<file path="config.mk">
export PLATFORM = sky130hd
export DESIGN_NAME = uc_intc
export DESIGN_NICKNAME = d
export VERILOG_FILES = /design/src/rtl/uc_intc.sv
export SDC_FILE = /design/constraint.sdc
export NUM_CORES = 1
export LEC_CHECK = 0
export CELL_PAD_IN_SITES_DETAIL_PLACEMENT = 1
export CELL_PAD_IN_SITES_GLOBAL_PLACEMENT = 2
export CORE_MARGIN = 3
export CORE_UTILIZATION = 27
export CTS_CLUSTER_DIAMETER = 150
export DETAILED_ROUTE_END_ITERATION = 10
export PLACE_DENSITY_LB_ADDON = 0.1
export SYNTH_ARGS = -nofsm -noshare
export SYNTH_HDL_FRONTEND = slang
export SYNTH_SLANG_ARGS = --single-unit
export TNS_END_PERCENT = 100
</file>
<file path="constraint.sdc">
create_clock -name clock -period 2.83 [get_ports clock]
set_clock_uncertainty 0.15 [all_clocks]
set_input_delay 0.566 -clock clock [delete_from_list [all_inputs] [get_ports clock]]
set_output_delay 0.566 -clock clock [all_outputs]
set_load 0.02 [all_outputs]
</file>
<file path="src/rtl/uc_intc.sv">
// Single-level interrupt controller beside the control unit: captures rising-edge
// requests, redirects the PC to a per-source vector at an instruction boundary, returns via EPC.
module uc_intc #(
  parameter int unsigned          NIRQ       = 4,
  parameter int unsigned          PC_W       = 10,
  parameter logic [PC_W-1:0]      VEC_BASE   = 'h3C0,
  parameter int unsigned          VEC_STRIDE = 4
) (
  input  logic            clock,
  input  logic            reset,
  input  logic [NIRQ-1:0] irq,
  input  logic            mask_we,
  input  logic [NIRQ-1:0] mask_in,
  input  logic            ien_set,
  input  logic            ien_clr,
  input  logic            fetch_ok,
  input  logic            ret_int,
  input  logic [PC_W-1:0] pc_next,
  output logic            take,
  output logic [PC_W-1:0] vector,
  output logic            s_reti,
  output logic [PC_W-1:0] epc,
  output logic [NIRQ-1:0] ack,
  output logic [NIRQ-1:0] in_service,
  output logic [NIRQ-1:0] mask,
  output logic            ien,
  output logic            busy,
  output logic            spurious
);

  localparam int unsigned ID_W = (NIRQ > 1) ? $clog2(NIRQ) : 1;

  typedef enum logic [1:0] {
    S_IDLE    = 2'd0,
    S_TAKE    = 2'd1,
    S_SERVICE = 2'd2,
    S_RETURN  = 2'd3
  } state_t;

  state_t            state_q, state_d;
  logic [NIRQ-1:0]   irq_q;
  logic [NIRQ-1:0]   pending_q, pending_d;
  logic [NIRQ-1:0]   mask_q, mask_d;
  logic              ien_q, ien_d;
  logic [PC_W-1:0]   epc_q, epc_d;
  logic [ID_W-1:0]   id_q, id_d;
  logic [NIRQ-1:0]   insv_q, insv_d;
  logic              spur_q, spur_d;

  logic [NIRQ-1:0]   irq_rise;
  logic [NIRQ-1:0]   eligible;
  logic [NIRQ-1:0]   ack_vec;
  logic              win_vld;
  logic [ID_W-1:0]   win_id;

  // Vector address wraps modulo 2^PC_W.
  function automatic logic [PC_W-1:0] vec_addr(input logic [ID_W-1:0] idx);
    logic [PC_W-1:0] off;
    off = PC_W'(idx) * PC_W'(VEC_STRIDE);
    return VEC_BASE + off;
  endfunction

  assign irq_rise = irq & ~irq_q;
  assign eligible = pending_q & mask_q;
  assign ack_vec  = (state_q == S_TAKE) ? (NIRQ'(1) << id_q) : '0;

  // Lowest index wins: scan from the top so the last hit is the smallest index.
  always_comb begin
    win_vld = 1'b0;
    win_id  = '0;
    for (int i = NIRQ - 1; i >= 0; i--) begin
      if (eligible[i]) begin
        win_vld = 1'b1;
        win_id  = ID_W'(i);
      end
    end
  end

  always_comb begin
    state_d   = state_q;
    pending_d = (pending_q & ~ack_vec) | irq_rise;
    mask_d    = mask_we ? mask_in : mask_q;
    ien_d     = ien_q;
    epc_d     = epc_q;
    id_d      = id_q;
    insv_d    = insv_q;
    spur_d    = spur_q | (ret_int & ((state_q == S_IDLE) | (state_q == S_TAKE)));

    case (state_q)
      S_IDLE: begin
        if (ien_q && win_vld && fetch_ok) begin
          state_d = S_TAKE;
          id_d    = win_id;
          epc_d   = pc_next;
          ien_d   = 1'b0;
        end else if (ien_clr) begin
          ien_d = 1'b0;
        end else if (ien_set) begin
          ien_d = 1'b1;
        end
      end
      S_TAKE: begin
        insv_d  = ack_vec;
        state_d = S_SERVICE;
      end
      S_SERVICE: begin
        if (ret_int) state_d = S_RETURN;
      end
      S_RETURN: begin
        insv_d  = '0;
        ien_d   = 1'b1;
        state_d = S_IDLE;
      end
      default: state_d = S_IDLE;
    endcase
  end

  always_ff @(posedge clock or negedge reset) begin
    if (!reset) begin
      state_q   <= S_IDLE;
      irq_q     <= '0;
      pending_q <= '0;
      mask_q    <= '0;
      ien_q     <= 1'b0;
      epc_q     <= '0;
      id_q      <= '0;
      insv_q    <= '0;
      spur_q    <= 1'b0;
    end else begin
      state_q   <= state_d;
      irq_q     <= irq;
      pending_q <= pending_d;
      mask_q    <= mask_d;
      ien_q     <= ien_d;
      epc_q     <= epc_d;
      id_q      <= id_d;
      insv_q    <= insv_d;
      spur_q    <= spur_d;
    end
  end

  assign take       = (state_q == S_TAKE);
  assign s_reti     = (state_q == S_RETURN);
  assign vector     = vec_addr(id_q);
  assign epc        = epc_q;
  assign ack        = ack_vec;
  assign in_service = insv_q;
  assign mask       = mask_q;
  assign ien        = ien_q;
  assign busy       = (state_q != S_IDLE);
  assign spurious   = spur_q;

  a_take_reti_excl: assert property (@(posedge clock) disable iff (!reset) !(take && s_reti));
  a_ack_onehot0:    assert property (@(posedge clock) disable iff (!reset) $onehot0(ack));
  a_insv_onehot0:   assert property (@(posedge clock) disable iff (!reset) $onehot0(in_service));

endmodule

</file>
==> results of run 1 <==
[Yosys cell counts (all sizes together) (2+ instances only)]
cell    count  area [um^2]
a21oi       9         45.0
a22o        2         18.8
buf         9         71.3
conb        2         7.51
dfrtp      32          801
ha          4         50.1
inv        11         41.3
mux2       15          206
nand2       7         26.3
nand2b      6         37.5
nand3       2         10.0
nor2        4         15.0
o21ai       6         30.0
[worst paths after layout]
path | from | cells after the start | slack [ns] | to
max reg2reg | state_q[0]$_DFFE_PN0P_ | 6 | 0.83 | epc[9]$_DFFE_PN0P_
min in group asynchronous | reset | 2 | 0.54 | epc[6]$_DFFE_PN0P_
min reg2reg | irq_q[0]$_DFF_PN0_ | 1 | 0.28 | pending_q[0]$_DFF_PN0_
max | state_q[1]$_DFFE_PN0P_ | 5 | 0.19 | ack[0]
max in group asynchronous | reset | 2 | 1.68 | state_q[0]$_DFFE_PN0P_
min | irq_q[0]$_DFF_PN0_ | 1 | 0.28 | pending_q[0]$_DFF_PN0_
[logic make-up (layout without fill, tap and decap cells)]
logic type      count (synthesis)  count (layout)  synth area share [%]
compound gates                 23              23                  9.81
buf+inv                        20              75                  7.81
other cells                     2               8                 0.521
simple gates                   24              24                  8.51
flops                          32              32                  55.6
mux                            15              15                  14.3
fa+ha+maj                       4               4                  3.47
[per-layer routing]
layer  up-vias  wire length [um]  track usage [%]
li1        507                 -                -
met1       524              1560             14.6
met2        41              1790             21.2
met3         4               220             4.99
met4         0                30             4.98
met5         -                 0                0
[final cells by class]
class	count	area [um^2]
multi-input combinational	74	551
clock inverter	2	35.0
sequential	32	801
clock buffer	6	72.6
timing repair buffer	56	559
tap	67	83.8
fill	559	2800
inverter	11	41.3
[cell usage in the layout (no fill, tap or decap), types with 2 or more instances in the layout]
master / instances
nand2_1: 7
buf_4: 3
nand3_1: 2
inv_1: 11
clkdlybuf4s50_1: 49
nor2_1: 4
mux2_2: 5
ha_1: 4
dlymetal6s2s_1: 3
mux2_4: 10
dfrtp_1: 32
nand2b_1: 6
clkbuf_8: 5
o21ai_0: 6
conb_1: 8
a21oi_1: 9
[power by group through the flow]
| stage | logic [mW] | clock network [mW] | registers, mW |
|---|---|---|---|
| CTS | 1.11 | 0.444 | 0.755 |
| floorplan | 0.488 | 0 | 0.884 |
| global placement | 1.07 | 0 | 0.752 |
| finish | 1.08 | 0.424 | 0.755 |
| detailed placement | 1.10 | 0 | 0.758 |
| global route | 1.18 | 0.464 | 0.781 |
[timing repair]
action / in CTS / in global routing
setup endpoints to repair: 1 / 3
hold buffers: 0 / 0
gates resized for setup: 1 / 3
[registers in the layout, indices dropped and copies added, names as in the netlist]
register    cells
epc            10
id_q            2
ien             1
in_service      4
irq_q           4
mask            4
pending_q       4
spurious        1
state_q         2
[per-stage QoR]
| stage | setup WS [ns] | utilization, % | cell area, um^2 | cells | hold slack (ns) |
|---|---|---|---|---|---|
| after floorplan | 0.607 | - | 1460 | 126 | 0.120 |
| after global placement | 0.245 | 41.1 | 2030 | 240 | 0.254 |
| after detailed placement | 0.224 | 41.1 | 2030 | 240 | 0.271 |
| after CTS | 0.0224 | 43.2 | 2140 | 248 | 0.281 |
| after global routing | 0.0734 | 43.4 | 2140 | 248 | 0.293 |
| final | 0.193 | 43.4 | 2140 | 248 | 0.277 |
==> flow_summary.json, run 1 <==
{
  "drt_iter0_drc": 27,
  "dpl.hpwl_um": 2800,
  "core_area_um2": 4940,
  "powerDensity_nw_per_um2": 1050,
  "rows": 25,
  "crit_buf_inv": 3,
  "grt-ovfl-total": 0,
  "vias_per_cell": 4.34,
  "synth_edf_count": 0,
  "diodes": 0,
  "dieArea_um2": 6250,
  "drt-pass1-iter-count": 4,
  "slew_violations": 0,
  "ys_types": 27,
  "via_count": 1076,
  "syn_area_per_cell_um2": 12.0,
  "rsz0062_at_grt": "no",
  "wl_per_cell_um": 14.5,
  "grt_pass1_wl_um": 6020,
  "grt_pass1_vias": 1238,
  "routed_wl_um": 3600,
  "fin_crit_sh_pct": 93.2,
  "clkLatencyLatePin_ns": 0.28,
  "cts-root-buf": "clkbuf_8",
  "p_comb_share_pct": 47.9,
  "worstHoldPathType": "register to register",
  "status": "finished, final reports clean",
  "finalHoldViolations": 0,
  "initial_core_util_pct": 29.2,
  "switching_share_pct": 36.2,
  "place.gp.congestion": 0.697,
  "sequentialPowerShare_pct": 33.4,
  "crit_slowest_cell": "or3b_2",
  "cp_top_family": "buffers and inverters",
  "post_cts_buffers": 0,
  "cp.required_ns": 2.11,
  "ys_ff_latch": 32,
  "syn_area_um2": 1440,
  "io_buffers": 53,
  "netlist_instances": 120,
  "grt_use_total_pct": 12.7,
  "tns_ns": 0,
  "grt_start_max_net_pins": 33,
  "ys.flop_type": "dfrtp_1",
  "power_mw": 2.26,
  "intPower_mw": 1.44,
  "antenna_found_initial": 0,
  "io_pins": 62,
  "crit_type": "register to output port",
  "drc": 0,
  "ys_seq_area_share_pct": 55.6,
  "critPathMaxFanout": 4,
  "slowest_delay_ns": 0.51,
  "clock_path_buffers": 2,
  "start_kind": "register",
  "num-nets-final": 209,
  "cp.arrival_ns": 1.92,
  "cts_buffers": 5,
  "drv_cap": 0,
  "ant_nets": 0,
  "power.switching_mw": 0.819,
  "die_w_um": 79.1,
  "crit_path_end_kind": "output port",
  "peakVddDrop_uv": 383,
  "syn2layout_area_growth_pct": 48.7,
  "post-route-min-period_ns": 2.64,
  "path_clk_slew_ns": 0.07,
  "htree_levels": 2,
  "fp.dieH_um": 79.1,
  "clock_sinks": 32,
  "max_freq_ghz": 0.379,
  "worstPathCellList": "inv_1, ha_1, or3b_2, inv_1, dlygate4sd2_1",
  "drive_gt1_share_pct": 15.5,
  "setup_viol": 0,
  "synthArstFlopShare_pct": 100,
  "cts_tree": "built",
  "cpMostUsedCell": "inv_1",
  "yosysWarnings": 0,
  "power.leakage_nw": 1.03,
  "clkPwrFrac_pct": 18.8
}
Note: power is estimated with default switching activity, not from simulation.
==> inputs of run 2 (changes only) <==
CAP_MARGIN = 0   (was default)
CTS_BUF_LIST = sky130_fd_sc_hd__clkbuf_8 sky130_fd_sc_hd__clkbuf_16   (was default)
==> run 2 against run 1 <==
  * Register-to-register slack hardly changed
  * Critical path depth stayed put
  * Final area stayed put
  * Largest power group unchanged
  * Wire length hardly changed
  * Maximum frequency stayed put
  * Highest routed layer unchanged
  * Critical path type unchanged
  * Clock power hardly changed
  * First-iteration DRC count stayed put
  * Global-route usage stayed put
  * Critical endpoint unchanged
==> flow_summary.json, run 2 (synthesis gave the netlist of run 1 again) <==
{
  "max_freq_ghz": 0.379,
  "cts-root-buf": "clkbuf_8",
  "crit_path_end_kind": "output port",
  "holdWs_ns": 0.277,
  "drt-pass1-iter-count": 4,
  "initial_core_util_pct": 29.2,
  "path_clk_slew_ns": 0.07,
  "layout_common_cells": "clkdlybuf4s50_1, dfrtp_1, inv_1",
  "routed_wl_um": 3600,
  "sequentialPowerShare_pct": 33.4,
  "cp.arrival_ns": 1.92,
  "rows": 25,
  "cts_buffers": 5,
  "powerDensity_nw_per_um2": 1050,
  "power.leakage_nw": 1.04,
  "place_inst": 240,
  "intPower_mw": 1.44,
  "num-nets-final": 209,
  "grt_start_max_net_pins": 33,
  "dieArea_um2": 6250,
  "ant_nets": 0,
  "syn2layout_area_growth_pct": 48.7,
  "io_buffers": 53,
  "vias_per_cell": 4.34,
  "grt_pass1_vias": 1238,
  "diodes": 0,
  "grt-ovfl-total": 0,
  "post-route-min-period_ns": 2.64,
  "grt_pass1_wl_um": 6020,
  "largest_reg_flops": 10,
  "cts-hold-fix-buffers": 0,
  "fp.dieH_um": 79.1,
  "fin_crit_sh_pct": 93.2,
  "io_pins": 62,
  "place.gp.congestion": 0.697,
  "drv_cap": 0,
  "cp.required_ns": 2.11,
  "wl_per_cell_um": 14.5,
  "setup_viol": 0,
  "drive_gt1_share_pct": 15.5,
  "dpl.hpwl_um": 2800,
  "critPathMaxFanout": 4,
  "nFillCells": 559,
  "core_area_um2": 4940,
  "status": "finished, final reports clean",
  "via_count": 1076,
  "worstHoldPathType": "register to register",
  "power.switching_mw": 0.819,
  "clock_sinks": 32,
  "crit_type": "register to output port",
  "p_comb_share_pct": 47.9,
  "start_kind": "register",
  "drt_iter0_drc": 27,
  "die_w_um": 79.1,
  "clock_path_buffers": 2,
  "rsz0062_at_grt": "no",
  "drc": 0,
  "htree_levels": 2,
  "instances_no_fill": 248,
  "finalHoldViolations": 0,
  "cts_tree": "built",
  "switching_share_pct": 36.3,
  "peakVddDrop_uv": 383,
  "final_common_cell": "clkdlybuf4s50_1",
  "clkPwrFrac_pct": 18.6,
  "slew_violations": 0,
  "grt_use_total_pct": 12.7,
  "antenna_found_initial": 0,
  "final_core_util_pct": 43.4,
  "clkLatencyLatePin_ns": 0.28,
  "tns_ns": 0
}
-- run 2: per-stage QoR --
stage / total power [mW] / cell area (um^2) / setup slack, ns
floorplan: 1.37 / 1460 / 0.607
global placement: 1.82 / 2030 / 0.245
detailed placement: 1.86 / 2030 / 0.224
CTS: 2.30 / 2140 / 0.0224
global route: 2.42 / 2140 / 0.0734
finish: 2.26 / 2140 / 0.193
-- run 2: final cells by class --
type / count / area, um^2 / area share (%)
clock buffers: 5 / 68.8 / 3.21
multi-input cells: 74 / 551 / 25.7
inverters: 11 / 41.3 / 1.93
clock inverters: 3 / 38.8 / 1.81
flip-flops and latches: 32 / 801 / 37.4
repair buffers: 56 / 559 / 26.1
well taps: 67 / 83.8 / 3.91
-- run 2: metal layers --
metal  wire, um  up-vias  track usage, %
met5          0        -               0
met1       1560      524            14.6
li1           -      507               -
met4         30        0            4.98
met2       1790       41            21.2
met3        220        4            4.99
-- run 2: final timing paths --
kind                            slack, ns              startpoint                      to  depth (start not counted)
min in group asynchronous            0.54                   reset      epc[6]$_DFFE_PN0P_                          2
worst min-delay path                 0.28      irq_q[0]$_DFF_PN0_  pending_q[0]$_DFF_PN0_                          1
worst max register to register       0.83  state_q[0]$_DFFE_PN0P_      epc[9]$_DFFE_PN0P_                          6
worst min register to register       0.28      irq_q[0]$_DFF_PN0_  pending_q[0]$_DFF_PN0_                          1
worst max-delay path                 0.19  state_q[1]$_DFFE_PN0P_                  ack[0]                          5
max in group asynchronous            1.68                   reset  state_q[0]$_DFFE_PN0P_                          2
-- run 2: timing repair --
action / in CTS / in global routing
endpoints found under the setup margin: 1 / 3
setup buffers: 0 / 0
pin swaps: 0 / 0
gates resized for setup: 1 / 3
-- run 2: power by group through the flow --
| stage | clock network [mW] | registers [mW] | logic, mW |
|---|---|---|---|
| floorplan | 0 | 0.884 | 0.488 |
| global placement | 0 | 0.752 | 1.07 |
| detailed placement | 0 | 0.758 | 1.10 |
| CTS | 0.441 | 0.755 | 1.11 |
| global route | 0.461 | 0.781 | 1.18 |
| finish | 0.421 | 0.755 | 1.08 |
-- run 2: critical path, stage by stage, from the launching register on --
cell and delay, ns:
dfrtp_1 0.40, inv_1 0.13, ha_1 0.22, or3b_2 0.51
inv_1 0.07, dlygate4sd2_1 0.33
==> edit 1 (settings of run 2) <==
Take the reset off `pending_q` and load it in a clocked block of its own.
--- a/src/rtl/uc_intc.sv
+++ b/src/rtl/uc_intc.sv
@@ -119,7 +119,6 @@
     if (!reset) begin
       state_q   <= S_IDLE;
       irq_q     <= '0;
-      pending_q <= '0;
       mask_q    <= '0;
       ien_q     <= 1'b0;
       epc_q     <= '0;
@@ -129,7 +128,6 @@
     end else begin
       state_q   <= state_d;
       irq_q     <= irq;
-      pending_q <= pending_d;
       mask_q    <= mask_d;
       ien_q     <= ien_d;
       epc_q     <= epc_d;
@@ -137,6 +135,10 @@
       insv_q    <= insv_d;
       spur_q    <= spur_d;
     end
+  end
+
+  always_ff @(posedge clock) begin
+    pending_q <= pending_d;
   end
 
   assign take       = (state_q == S_TAKE);
Behaviour: not the same (a bounded check fails within 4 cycles, from zero or initial values and one cycle with reset low).
==> edit 1 against run 2 <==
Worst setup slack worse by 51 ps; design area is 1.6% lower; total power fell by 2.8%; synthesized cell count stayed put; critical path depth is 1 higher; routed wire length shrank 2.9%; area after synthesis fell by 1.4%; clock power decreased by 14%; sequential cell count is the same; critical endpoint is now ack[3].
==> edit 1: results <==
power:
  power-per-cell-area_nw_per_um2: 1040
  vdd_drop_max_mv: 0.500
  clockNetworkPower_uw: 361
  power.sequential.total_uw: 751
  total_leakage_power_nw: 0.996
  net-switching-power_uw: 812
synthesis:
  yosys-top-cells-count: "28 x dfrtp_1, 11 x inv_1, 10 x mux2_4"
  seq_area_frac_synth_pct: 54.9
  synth_top_cells_by_area: "dfrtp_1 49%, mux2_4 11%, dfxtp_1 5.6%"
  netlist-cell-type-count: 28
  yosysWarningCount: 0
  yosys_most_used_dff: "dfrtp_1"
  post_synth_inst_count: 120
  asyncSetResetFlopFracSynth_pct: 87.5
  synth.most_common_cell: "dfrtp_1"
placement:
  port-buffer-count: 53
  place.detailed.hpwl_mm: 2.69
  dpl-instance-area_um2: 2020
  final_wtd_congestion: 0.748
  detailedPlace.worstSlack_ps: 190
  placed_cells_incl_taps: 241
worst_setup_path:
  cp_data_arrival_time_ps: 1970
  cpLargestDelayFamily: "buffers and inverters"
  critical_path.max_stage_delay_ps: 590
  critPathMaxFanout: 5
  timing.critical_path.slowest_stage_cell: "clkdlybuf4s50_1"
  register_to_register_setup_slack_ps: 830
route:
  dr_wl_met3_um: 240
  drt_pass1_iterations: 2
  met1_length_mm: 1.44
  met2_wirelength_mm: 1.76
  dr.max_layer_used: "met4"
  initialDrtViolationCount: 35
  post_drt_wl_per_cell_um: 14.0
  avgViaCountPerCell: 4.31
final_layout:
  post_route_cells_drive_above_1_share_pct: 16.5
  final-instance-count-excl-fill: 249
  nets: 210
  fill_cells: 557
grt:
  use_met2_pct: 20.0
  gr-usage-all-layers_pct: 12.3
  grt_start_max_net_pins: 29
  grt_first_pass_wirelength_mm: 5.74
  global_route.usage.met3_pct: 5.05
  first_global_vias: 1192
  met1_usage_pct: 14.2
  initial_antenna_violation_count: 0
timing:
  whs_ps: 271
  setup_slack_ps: 142
clock_tree:
  clkLatencyLatePin_ps: 280
  number_of_buffers_created_by_cts: 5
  root_buffer: "clkbuf_8"
  post_cts.resized_instances: 2
  cts_buffer_depth: 2
run_status:
  run_status: "finished clean"
edit 1: logic make-up after synthesis:
kind of cell | synth area share (%)
flip-flops | 54.9
AND/OR/NAND/NOR | 8.63
AO/OA/AOI/OAI | 9.95
buffers and inverters | 7.92
multiplexers | 14.5
adder cells (fa/ha/maj) | 3.52
other | 0.528
edit 1: layout make-up:
class	instances	area [um^2]	share of cell area, %
Sequential cell	32	781	37.0
Timing Repair Buffer	57	561	26.6
Multi-Input combinational cell	74	551	26.1
Tap cell	67	83.8	3.97
Clock buffer	6	82.6	3.91
Inverter	11	41.3	1.96
Clock inverter	2	10.0	0.474
edit 1: path summary, 6_finish.rpt:
| check | to | depth (start not counted) | start |
|---|---|---|---|
| setup / recovery | ack[3] | 6 | state_q[1] |
| hold / removal | pending_q[0] | 1 | irq_q[0] |
| setup reg to reg | epc[9] | 6 | state_q[0] |
| hold reg to reg | pending_q[0] | 1 | irq_q[0] |
| max in group asynchronous | irq_q[2] | 2 | reset |
| min in group asynchronous | id_q[0] | 2 | reset |
==> edit 2 (flow settings as in run 2) <==
Made on the original files. `NIRQ`: 4 -> 8.
--- a/src/rtl/uc_intc.sv
+++ b/src/rtl/uc_intc.sv
@@ -1,7 +1,7 @@
 // Single-level interrupt controller beside the control unit: captures rising-edge
 // requests, redirects the PC to a per-source vector at an instruction boundary, returns via EPC.
 module uc_intc #(
-  parameter int unsigned          NIRQ       = 4,
+  parameter int unsigned          NIRQ       = 8,
   parameter int unsigned          PC_W       = 10,
   parameter logic [PC_W-1:0]      VEC_BASE   = 'h3C0,
   parameter int unsigned          VEC_STRIDE = 4
Ports: changed (5 resized); port bits go from 62 to 82. The function was not compared with the original's and may differ.
==> edit 2 against run 2 <==
Routed wire length increased by 53%; worst setup slack better by 10 ps; utilization is 3.1 points lower; combinational power grew 30%; non-clock buffer count is 22 higher; sequential power rose by 51%; total power increased by 30%; first-iteration DRC count up 89%; design area increased by 46%; count of clock-buffer cells in the layout did not move; area after synthesis is 51% higher; register-to-register slack got worse by 210 ps; via count is 47% higher; sequential cell count up 17; largest cell class unchanged.
==> edit 2: results <==
run_status:
  run_status: "finished clean"
power:
  power.sequential.total_mw: 1.14
  vdd_drop_max_mv: 0.293
  total_leakage_power_nw: 1.53
  clockNetworkPower_uw: 393
final_layout:
  post_route_cells_drive_above_1_share_pct: 14.3
  nets: 301
  largest_register_ffs: 10
  fill_cells: 873
synthesis:
  compound_cell_area_share_of_the_yosys_netlist_pct: 11.9
  synth_top_cells_by_area: "dfrtp_1 56%, mux2_2 5.7%, mux2_4 4.8%"
  multiplexer_share_of_the_synthesized_area_pct: 11.1
  netlist-cell-type-count: 28
  yosys-top-cells-count: "49 x dfrtp_1, 19 x inv_1, 16 x nand2_1"
  seq_area_frac_synth_pct: 56.5
hold_path:
  worstHoldPathType: "in2async"
placement:
  place.detailed.hpwl_mm: 4.37
  final_wtd_congestion: 0.720
  port-buffer-count: 74
route:
  met1_length_mm: 2.44
  initialDrtViolationCount: 51
  met2_wirelength_mm: 2.84
  avgViaCountPerCell: 4.31
  drt-total-wl_mm: 5.53
  dr_wl_met3_um: 225
grt:
  gr-usage-all-layers_pct: 12.5
  grt_start_max_net_pins: 27
  first_global_vias: 1635
  grt_first_pass_wirelength_mm: 8.68
worst_setup_path:
  crit-reg2reg-capture: "epc[2]"
  worst_r2r_path_depth: 5
  register_to_register_setup_slack_ps: 620
timing:
  whs_ps: 113
clock_tree:
  clk_transition_reported_paths_ps: 90
## edit 2: logic make-up after synthesis
logic type / after synthesis
other: 2
AOI/OAI and AO/OA: 32
muxes: 19
adders and majority gates: 4
buffers and inverters: 30
and+or+nand+nor: 49
DFF: 49
## edit 2: routing by layer
layer	track usage, %	up-vias
met5	0	-
met4	2.49	0
met3	2.84	2
met2	21.2	32
met1	16.3	787
li1	-	760
## edit 2: through the flow
step	util, %	worst slack (ps)	power, mW	instance area, um^2	std cells
4_1_cts	40.0	69.5	2.99	3110	367
3_3_place_gp	38.9	344	2.56	3020	359
5_1_grt	40.3	62.3	3.14	3130	367
2_1_floorplan	-	756	1.91	2190	190
3_5_place_dp	38.9	318	2.58	3020	359
6_report	40.3	203	2.94	3130	367
## edit 2: worst max-delay path by stage
| stage | depth (start not counted) | end | start | slack (ps) |
|---|---|---|---|---|
| finish | 6 | ack[1] | state_q[1] | 200 |
| global route | 6 | ack[1] | state_q[1] | 60 |
| CTS | 6 | ack[2] | state_q[1] | 70 |
| detailed placement | 6 | ack[5] | state_q[1] | 320 |
| global placement | 6 | ack[5] | state_q[1] | 340 |
| floorplan | 5 | ack[7] | state_q[1] | 760 |
## edit 2: layout make-up
| type | count | area share [%] |
|---|---|---|
| clock inverters | 3 | 0.480 |
| inverters | 19 | 2.28 |
| repair buffers | 78 | 25.4 |
| multi-input cells | 111 | 26.3 |
| flip-flops and latches | 49 | 39.2 |
| well taps | 102 | 4.08 |
| clock buffers | 5 | 2.20 |
## edit 2: critical path: stages, from the launching register on
cell             delay (ps)
dfrtp_1                 420
inv_1                    90
ha_1                    160
nor2b_4                 190
nand2_1                 110
inv_1                    60
clkdlybuf4s50_1         590
